## src/rtl/weight_fetch_sched_fc.sv

```systemverilog
// weight_fetch_sched_fc
//   Address sequencer for the FC-layer weight ROM bank. There is one ROM per
//   array column. ROM i holds kernels i, i+COLS, i+2*COLS, ... and each
//   kernel is stored contiguously at fold*KLEN.
//   After a start, the block walks every column fold and every kernel
//   element. Between folds it inserts GAP_CYC idle cycles so the systolic
//   array can read out its partial sums. It also emits a valid/last stream
//   that lines up with the bank's 1-cycle read latency.
//
// Ports
//   clk, rst_n     clock, asynchronous active-low reset
//   start          launch request (honoured in IDLE only)
//   abort          synchronous abort back to IDLE
//   kernel_num     number of kernels (output neurons)
//   kernel_len     elements per kernel (KLEN)
//   act_ready      array accepts a weight beat this cycle
//   addr_r         element index within the kernel
//   base_addr      fold*KLEN, the ROM base address of the current fold
//   rom_select     fold*COLS
//   rd_valid       read issued to the bank (bank data_out_valid)
//   wt_valid       bank data valid (rd_valid delayed by one cycle)
//   wt_last_elem   with wt_valid: last element of a kernel
//   wt_last_fold   with wt_valid: the beat belongs to the final fold
//   fold_idx       current fold number
//   busy           sequence in progress
//   done           one-cycle completion pulse
//   cfg_err        one-cycle pulse when a start is rejected (zero size)
//
// GAP_CYC is counted in a 16-bit counter, so it must be at most 65536.

module weight_fetch_sched_fc #(
  parameter int COLS        = 4,
  parameter int ABS_ADDR_DW = 16,
  parameter int GAP_CYC     = 2
) (
  input  logic                   clk,
  input  logic                   rst_n,
  input  logic                   start,
  input  logic                   abort,
  input  logic [15:0]            kernel_num,
  input  logic [15:0]            kernel_len,
  input  logic                   act_ready,
  output logic [15:0]            addr_r,
  output logic [ABS_ADDR_DW-1:0] base_addr,
  output logic [15:0]            rom_select,
  output logic                   rd_valid,
  output logic                   wt_valid,
  output logic                   wt_last_elem,
  output logic                   wt_last_fold,
  output logic [15:0]            fold_idx,
  output logic                   busy,
  output logic                   done,
  output logic                   cfg_err
);

  typedef enum logic [1:0] {
    IDLE  = 2'd0,
    RUN   = 2'd1,
    GAP   = 2'd2,
    DRAIN = 2'd3
  } state_t;

  state_t                 state_reg, state_next;
  logic [15:0]            kn_reg, kn_next;
  logic [15:0]            kl_reg, kl_next;
  logic [15:0]            elem_reg, elem_next;
  logic [15:0]            fold_reg, fold_next;
  logic [ABS_ADDR_DW-1:0] base_reg, base_next;
  logic [15:0]            rsel_reg, rsel_next;
  logic [15:0]            gap_reg, gap_next;
  logic                   wt_valid_reg, wt_valid_next;
  logic                   wt_last_elem_reg, wt_last_elem_next;
  logic                   wt_last_fold_reg, wt_last_fold_next;
  logic                   cfg_err_reg, cfg_err_next;

  logic                   last_elem;
  logic                   last_fold;

  // Last-fold detection avoids a divider for ceil(kernel_num/COLS).
  // rom_select already equals fold*COLS, so the current fold is the final
  // one exactly when the next fold would begin at or beyond kernel_num.
  // The sum is done at 17 bits so that it cannot wrap.
  assign last_elem = (elem_reg == (kl_reg - 16'd1));
  assign last_fold = (({1'b0, rsel_reg} + 17'(COLS)) >= {1'b0, kn_reg});

  always_comb begin
    state_next   = state_reg;
    kn_next      = kn_reg;
    kl_next      = kl_reg;
    elem_next    = elem_reg;
    fold_next    = fold_reg;
    base_next    = base_reg;
    rsel_next    = rsel_reg;
    gap_next     = gap_reg;
    cfg_err_next = 1'b0;
    rd_valid     = 1'b0;
    done         = 1'b0;

    case (state_reg)
      IDLE: begin
        if (start) begin
          if ((kernel_num == 16'd0) || (kernel_len == 16'd0)) begin
            cfg_err_next = 1'b1;
          end else begin
            kn_next    = kernel_num;
            kl_next    = kernel_len;
            elem_next  = '0;
            fold_next  = '0;
            base_next  = '0;
            rsel_next  = '0;
            gap_next   = '0;
            state_next = RUN;
          end
        end
      end

      RUN: begin
        rd_valid = act_ready;
        if (act_ready) begin
          if (!last_elem) begin
            elem_next = elem_reg + 16'd1;
          end else begin
            elem_next = '0;
            fold_next = fold_reg + 16'd1;
            base_next = base_reg + ABS_ADDR_DW'(kl_reg);
            rsel_next = rsel_reg + 16'(COLS);
            if (last_fold) begin
              state_next = DRAIN;
            end else if (GAP_CYC > 0) begin
              gap_next   = '0;
              state_next = GAP;
            end
          end
        end
      end

      // The gap length is fixed: act_ready is ignored so that the array
      // always gets the same readout window.
      GAP: begin
        if (gap_reg == 16'(GAP_CYC - 1)) begin
          gap_next   = '0;
          state_next = RUN;
        end else begin
          gap_next = gap_reg + 16'd1;
        end
      end

      // The final beat's data leaves the bank in this cycle.
      DRAIN: begin
        done       = 1'b1;
        elem_next  = '0;
        fold_next  = '0;
        base_next  = '0;
        rsel_next  = '0;
        gap_next   = '0;
        state_next = IDLE;
      end

      default: state_next = IDLE;
    endcase

    // Abort overrides everything, including a same-cycle start.
    if (abort) begin
      state_next   = IDLE;
      rd_valid     = 1'b0;
      done         = 1'b0;
      cfg_err_next = 1'b0;
      elem_next    = '0;
      fold_next    = '0;
      base_next    = '0;
      rsel_next    = '0;
      gap_next     = '0;
    end

    // These are captured in the issue cycle so that they emerge together
    // with the bank's read data one cycle later.
    wt_valid_next     = rd_valid;
    wt_last_elem_next = rd_valid & last_elem;
    wt_last_fold_next = rd_valid & last_fold;
  end

  always_ff @(posedge clk or negedge rst_n) begin
    if (!rst_n) begin
      state_reg        <= IDLE;
      kn_reg           <= '0;
      kl_reg           <= '0;
      elem_reg         <= '0;
      fold_reg         <= '0;
      base_reg         <= '0;
      rsel_reg         <= '0;
      gap_reg          <= '0;
      wt_valid_reg     <= 1'b0;
      wt_last_elem_reg <= 1'b0;
      wt_last_fold_reg <= 1'b0;
      cfg_err_reg      <= 1'b0;
    end else begin
      state_reg        <= state_next;
      kn_reg           <= kn_next;
      kl_reg           <= kl_next;
      elem_reg         <= elem_next;
      fold_reg         <= fold_next;
      base_reg         <= base_next;
      rsel_reg         <= rsel_next;
      gap_reg          <= gap_next;
      wt_valid_reg     <= wt_valid_next;
      wt_last_elem_reg <= wt_last_elem_next;
      wt_last_fold_reg <= wt_last_fold_next;
      cfg_err_reg      <= cfg_err_next;
    end
  end

  assign addr_r       = elem_reg;
  assign base_addr    = base_reg;
  assign rom_select   = rsel_reg;
  assign fold_idx     = fold_reg;
  assign wt_valid     = wt_valid_reg;
  assign wt_last_elem = wt_last_elem_reg;
  assign wt_last_fold = wt_last_fold_reg;
  assign cfg_err      = cfg_err_reg;
  assign busy         = (state_reg != IDLE);

endmodule

```

## config.mk

```make
export PLATFORM = sky130hd
export DESIGN_NAME = weight_fetch_sched_fc
export DESIGN_NICKNAME = d
export VERILOG_FILES = /design/src/rtl/weight_fetch_sched_fc.sv
export SDC_FILE = /design/constraint.sdc
export NUM_CORES = 1
export LEC_CHECK = 0
export CAP_MARGIN = 30
export CORE_ASPECT_RATIO = 0.75
export CORE_MARGIN = 2
export CORE_UTILIZATION = 50
export DETAILED_ROUTE_END_ITERATION = 6
export GPL_ROUTABILITY_DRIVEN = 0
export PLACE_DENSITY = 0.75
export RECOVER_POWER = 50
export SLEW_MARGIN = 20
export SYNTH_ARGS = -nofsm -noshare
export SYNTH_HDL_FRONTEND = slang
export SYNTH_SLANG_ARGS = --single-unit
```

## constraint.sdc

```tcl
create_clock -name clk -period 4.5 [get_ports clk]
set_input_delay 1.125 -clock clk [delete_from_list [all_inputs] [get_ports clk]]
set_output_delay 1.125 -clock clk [all_outputs]
set_load 0.005 [all_outputs]
```

# Word level (Yosys, flattened, before mapping)
# Cells that the tools add are included.
# totals
ff_bits	118
inputBits	37
elab_cells	85
# classes
n_addsub	7
n_lt_le_gt_ge	1
n_eq_ne	11
muxes	40
bitwise	3
n_reduce_logical	11
# op_table
operator	n
$mux 16	19
$pmux 16 s3	4
$pmux 16 s4	1
$add 16x1->16 const B	3
$logic_not 16->1	2
$ne 3x3->1 const B	6
$add 16x3->17 const B	1
$ge 17x16->1	1
$add 16x16->16	1
$add 16x3->16 const B	1
$eq 16x1->1 const B	1
$eq 16x16->1	1
$sub 16x1->16 const B	1
$reduce_and 5->1	3
$mux 2	6
$mux 1	9
$pmux 2 s4	1
$eq 2x2->1 const B	2
$reduce_and 4->1	1
$reduce_bool 4->1	1
$reduce_and 3->1	1
$and 1x1->1	2
$eq 2x1->1 const B	1
$logic_not 2->1	1
other kinds (3)	3

# Depth between registers and ports, before layout
# depth
word_depth	7
ltp_mapped	17
depth_no_buf	15

# Least setup slack after synthesis
# No wires, ideal clock.
# synth_timing
path_type	register to register
startpoint	reg rsel_reg[4] (netlist: rom_select[4])
endpoint	reg gap_reg[11]
setup_time_ns	0.078
arrival_ns	3.156
required_time_ns	4.422
path_slack_ns	1.266
stages_incl_launch_ff	16
n_path_buf	0
path_cell_list	dfrtp_1 > nand3_1 > nor2_1 > and3_1 > nand2_1 > xnor2_1 > ha_1 > a21o_1 > a21o_1 > a21o_1 > a21oi_1 > o211ai_1 > nor4_4 > o21ai_2 > or4_1 > a21oi_1
# synth_via
elab_chain_len	4
# synth_rtl
element	line_no	text
start: declaration	69	logic [15:0] rsel_reg, rsel_next;
start signal: assignment	203	rsel_reg <= rsel_next;
$add 16x3->17	84	assign last_fold = (({1'b0, rsel_reg} + 17'(COLS)) >= {1'b0, kn_reg});
$ge 17x16->1	84	
$ne 3x3->1 (no line)	--	
$reduce_and 5->1 (no line)	--	
end signal: assignment	204	gap_reg <= gap_next;
end: declaration	70	logic [15:0] gap_reg, gap_next;
# Every way passes these cells.
# A chain may end at the register's enable or synchronous reset.

# Worst setup path after layout
# layout_timing
startpoint	reg rsel_reg[4] (netlist: rom_select[4])
endpoint	reg gap_reg[13]
# Same word-level chain as after synthesis.

==> flow_metrics.py <==
metrics = {
    "status": {
        "outcome": "finished with violations",
        "violations": "max-capacitance violations, max-slew violations",
    },
    "pwr": {
        "p_leak_nw": 3.90,
        "power_switching_share": 0.387,
        "pwr-share-comb": 0.393,
        "p_total_mw": 4.91,
        "switchingPower_mw": 1.90,
        "p_clk_frac": 0.276,
        "p_int_mw": 3.01,
        "seqPwrFrac": 0.331,
        "powerDensity_nw_per_um2": 556,
        "ir_drop_uv": 338,
    },
    "setup_path": {
        "critPathKind": "flop to flop",
        "max_stage_delay_ns": 0.60,
        "critical-path-top-cell-by-count": "a21o_1",
        "cp-endpoint": "gap_reg[13]$_DFFE_PN0P_",
        "cp-start-kind": "flop",
        "path_cells": "nand3_1 > nor2_1 > and3_1 > nand2_1 > xnor2_1 > ha_1 > a21o_1 > a21o_1 > a21o_1 > a21oi_1 > o211ai_1 > nor4_4 > o21ai_2 > or4_1 > a21oi_1",
        "startpoint": "rom_select[4]$_DFFE_PN0P_",
        "worst_ep_arrival_time_ns": 4.40,
        "cp_max_fo": 26,
        "cp.required_ns": 4.84,
        "rr_worst_depth": 15,
        "reg2reg_from": "rom_select[4]$_DFFE_PN0P_",
        "endpoint_kind": "flop",
        "r2r-end": "gap_reg[13]$_DFFE_PN0P_",
        "crit_slowest_cell": "or4_1",
        "r2r_setup_slack_ns": 0.43,
    },
    "sta": {
        "relSlewSlack": -0.910,
        "fin_worst_skew_ns": 0.00793,
        "rsz0062_at_grt": "false",
        "tightest_slew_ns": 2.87,
        "fmax_ghz": 0.246,
        "hold_viol": 0,
        "fin_crit_ns": 4.07,
        "setup_violations": 0,
        "fin_hold_ws_ns": 0.502,
        "maxSlewViolCount": 117,
        "period_share": 0.904,
        "setup_tns_ns": 0,
    },
    "clocking": {
        "clkLatencyLatePin_ns": 0.42,
        "postCtsHoldBufs": 0,
        "cts_htree_levels": 4,
        "post_cts_buffers": 0,
        "path_clk_slew_ns": 0.06,
        "root_buffer": "clkbuf_16",
        "cts-buffers-inserted": 17,
        "cts_sinks": 116,
        "clockBufferDepth": 2,
        "cts_tree": "built",
        "postCtsResizedCells": 0,
    },
    "place": {
        "dpl-instance-area_um2": 8240,
        "io_buffers": 105,
        "hpwl_um": 13000,
    },
    "global_route": {
        "grt_pass1_vias": 5861,
        "grtUsageTotal": 0.254,
        "grt_max_degree": 117,
        "antenna_found_initial": 0,
        "grt_overflow_total": 0,
        "grt_pass1_wl_um": 30200,
    },
    "routing": {
        "antenna_left": 0,
        "via_per_inst": 5.85,
        "wl_per_cell_um": 17.8,
        "wl_um": 18400,
        "drc_errors": 0,
        "dr.pass1.iters": 5,
        "via_count": 6045,
        "drtIter0Drc": 404,
    },
    "floorplanning": {
        "die-area_um2": 15100,
        "start_util": 0.512,
        "io_pins": 108,
        "fp-row-count": 37,
        "die_w_um": 141,
        "die_h_um": 107,
        "core-area_um2": 13700,
    },
    "layout": {
        "drive_above_1_share": 0.107,
        "utilization": 0.642,
        "design_area_um2": 8830,
        "nNetsFinal": 922,
        "n_antenna_cell": 0,
        "areaGrowthSynthToFinish_pct": 25.3,
    },
    "synthesis": {
        "ys_seq_area_frac": 0.412,
        "synth-edff-count": 0,
        "synthFlopType": "dfrtp_1",
        "synth-seq-cells": 116,
        "syn-cell-area_um2": 7050,
        "avgSynthCellArea_um2": 9.48,
        "synth_warnings": 0,
        "synth_cells": 743,
        "synth_cell_type_count": 62,
        "ys_async_sr_fraction": 1.00,
    },
    "hold_path": {
        "hold_class": "flop to flop",
    },
    "flow_run": {
        "drv_cap": 1,
    },
}
[metal layers]
metal,track usage,part of all wire
met5,0,0
met3,0.0590,0.067
met2,0.396,0.46
met1,0.346,0.45
met4,0.0971,0.023
[cell usage after synthesis (all sizes together), types with 12 or more instances]
cell type | count | area [um2]
dfrtp | 116 | 2900
or3 | 12 | 76.3
clkbuf | 21 | 78.8
or4 | 12 | 98.8
ha | 39 | 488
nand4 | 21 | 138
inv | 29 | 109
a21oi | 29 | 145
xor2 | 36 | 315
mux2 | 33 | 372
o31ai | 27 | 203
and3 | 13 | 81.3
nor2 | 49 | 184
nand2 | 88 | 333
nand3 | 37 | 185
xnor2 | 28 | 245
o21ai | 40 | 215
nor4 | 17 | 151
[kinds of logic (layout without fill, tap and decap cells)]
kind of cell	after synthesis	in the layout	share of synthesized area
XOR/XNOR	65	65	0.0828
AO/OA/AOI/OAI	133	133	0.123
buffers and inverters	60	174	0.0368
other	1	2	0.000532
flip-flops	116	116	0.412
adder cells (fa/ha/maj)	40	40	0.0721
AND/OR/NAND/NOR	293	293	0.218
multiplexers	35	35	0.0556
[power by group through the flow]
stage / Clock [mW] / Combinational, mW / Sequential (mW)
5_1_grt: 1.42 / 2.13 / 1.66
2_1_floorplan: 0 / 1.44 / 1.48
4_1_cts: 1.37 / 1.94 / 1.62
3_5_place_dp: 0 / 1.91 / 1.63
6_report: 1.35 / 1.93 / 1.62
3_3_place_gp: 0 / 1.83 / 1.62
[critical path, delay by kind of cell, from the launching register on]
family | cells | cell delay, ns
flops | 1 | 0.48
compound gates | 7 | 1.36
simple gates | 6 | 1.59
xor+xnor | 1 | 0.25
fa+ha+maj | 1 | 0.29
[layout make-up]
cell class,count,area (um2)
fillers,1097,4920
multi-input cells,568,3890
flip-flops and latches,116,2900
repair buffers,113,1110
clock buffers,20,467
well taps,175,219
clock inverters,12,130
inverters,29,109
[placed cells by master, fill, tap and decap left out, types with 11 or more instances in the layout]
cell type        synthesis  final
dfrtp_1                116    116
nand2_1                 87     87
clkdlybuf4s50_1          0     70
nor2_1                  49     49
ha_1                    39     39
o21ai_0                 38     38
nand3_1                 37     37
xor2_1                  36     36
dlygate4sd3_1            0     34
mux2_2                  33     33
inv_1                   29     29
a21oi_1                 29     29
xnor2_1                 28     28
o31ai_1                 27     26
nand4_1                 20     20
clkbuf_16                0     17
nor4_1                  14     14
and3_1                  13     13
or3_1                   11     11
[through the flow]
step | instances | setup slack [ns]
finish | 1033 | 0.434
global route | 1033 | 0.187
CTS | 1032 | 0.452
detailed placement | 1000 | 0.575
global placement | 1000 | 0.639
floorplan | 744 | 1.27
[how the worst min path moves through the flow]
stage                                       from                endpoint  slack (ns)  depth (start not counted)
after floorplan           kn_reg[13]$_DFFE_PN0P_  kn_reg[13]$_DFFE_PN0P_        0.48                          1
after global placement    kn_reg[12]$_DFFE_PN0P_  kn_reg[12]$_DFFE_PN0P_        0.49                          1
after detailed placement  kn_reg[10]$_DFFE_PN0P_  kn_reg[10]$_DFFE_PN0P_        0.50                          1
after CTS                 kn_reg[10]$_DFFE_PN0P_  kn_reg[10]$_DFFE_PN0P_        0.51                          1
after global routing       kn_reg[4]$_DFFE_PN0P_   kn_reg[4]$_DFFE_PN0P_        0.52                          1
final                     kn_reg[10]$_DFFE_PN0P_  kn_reg[10]$_DFFE_PN0P_        0.50                          1
No activity file was read; power rests on OpenSTA's default activity.
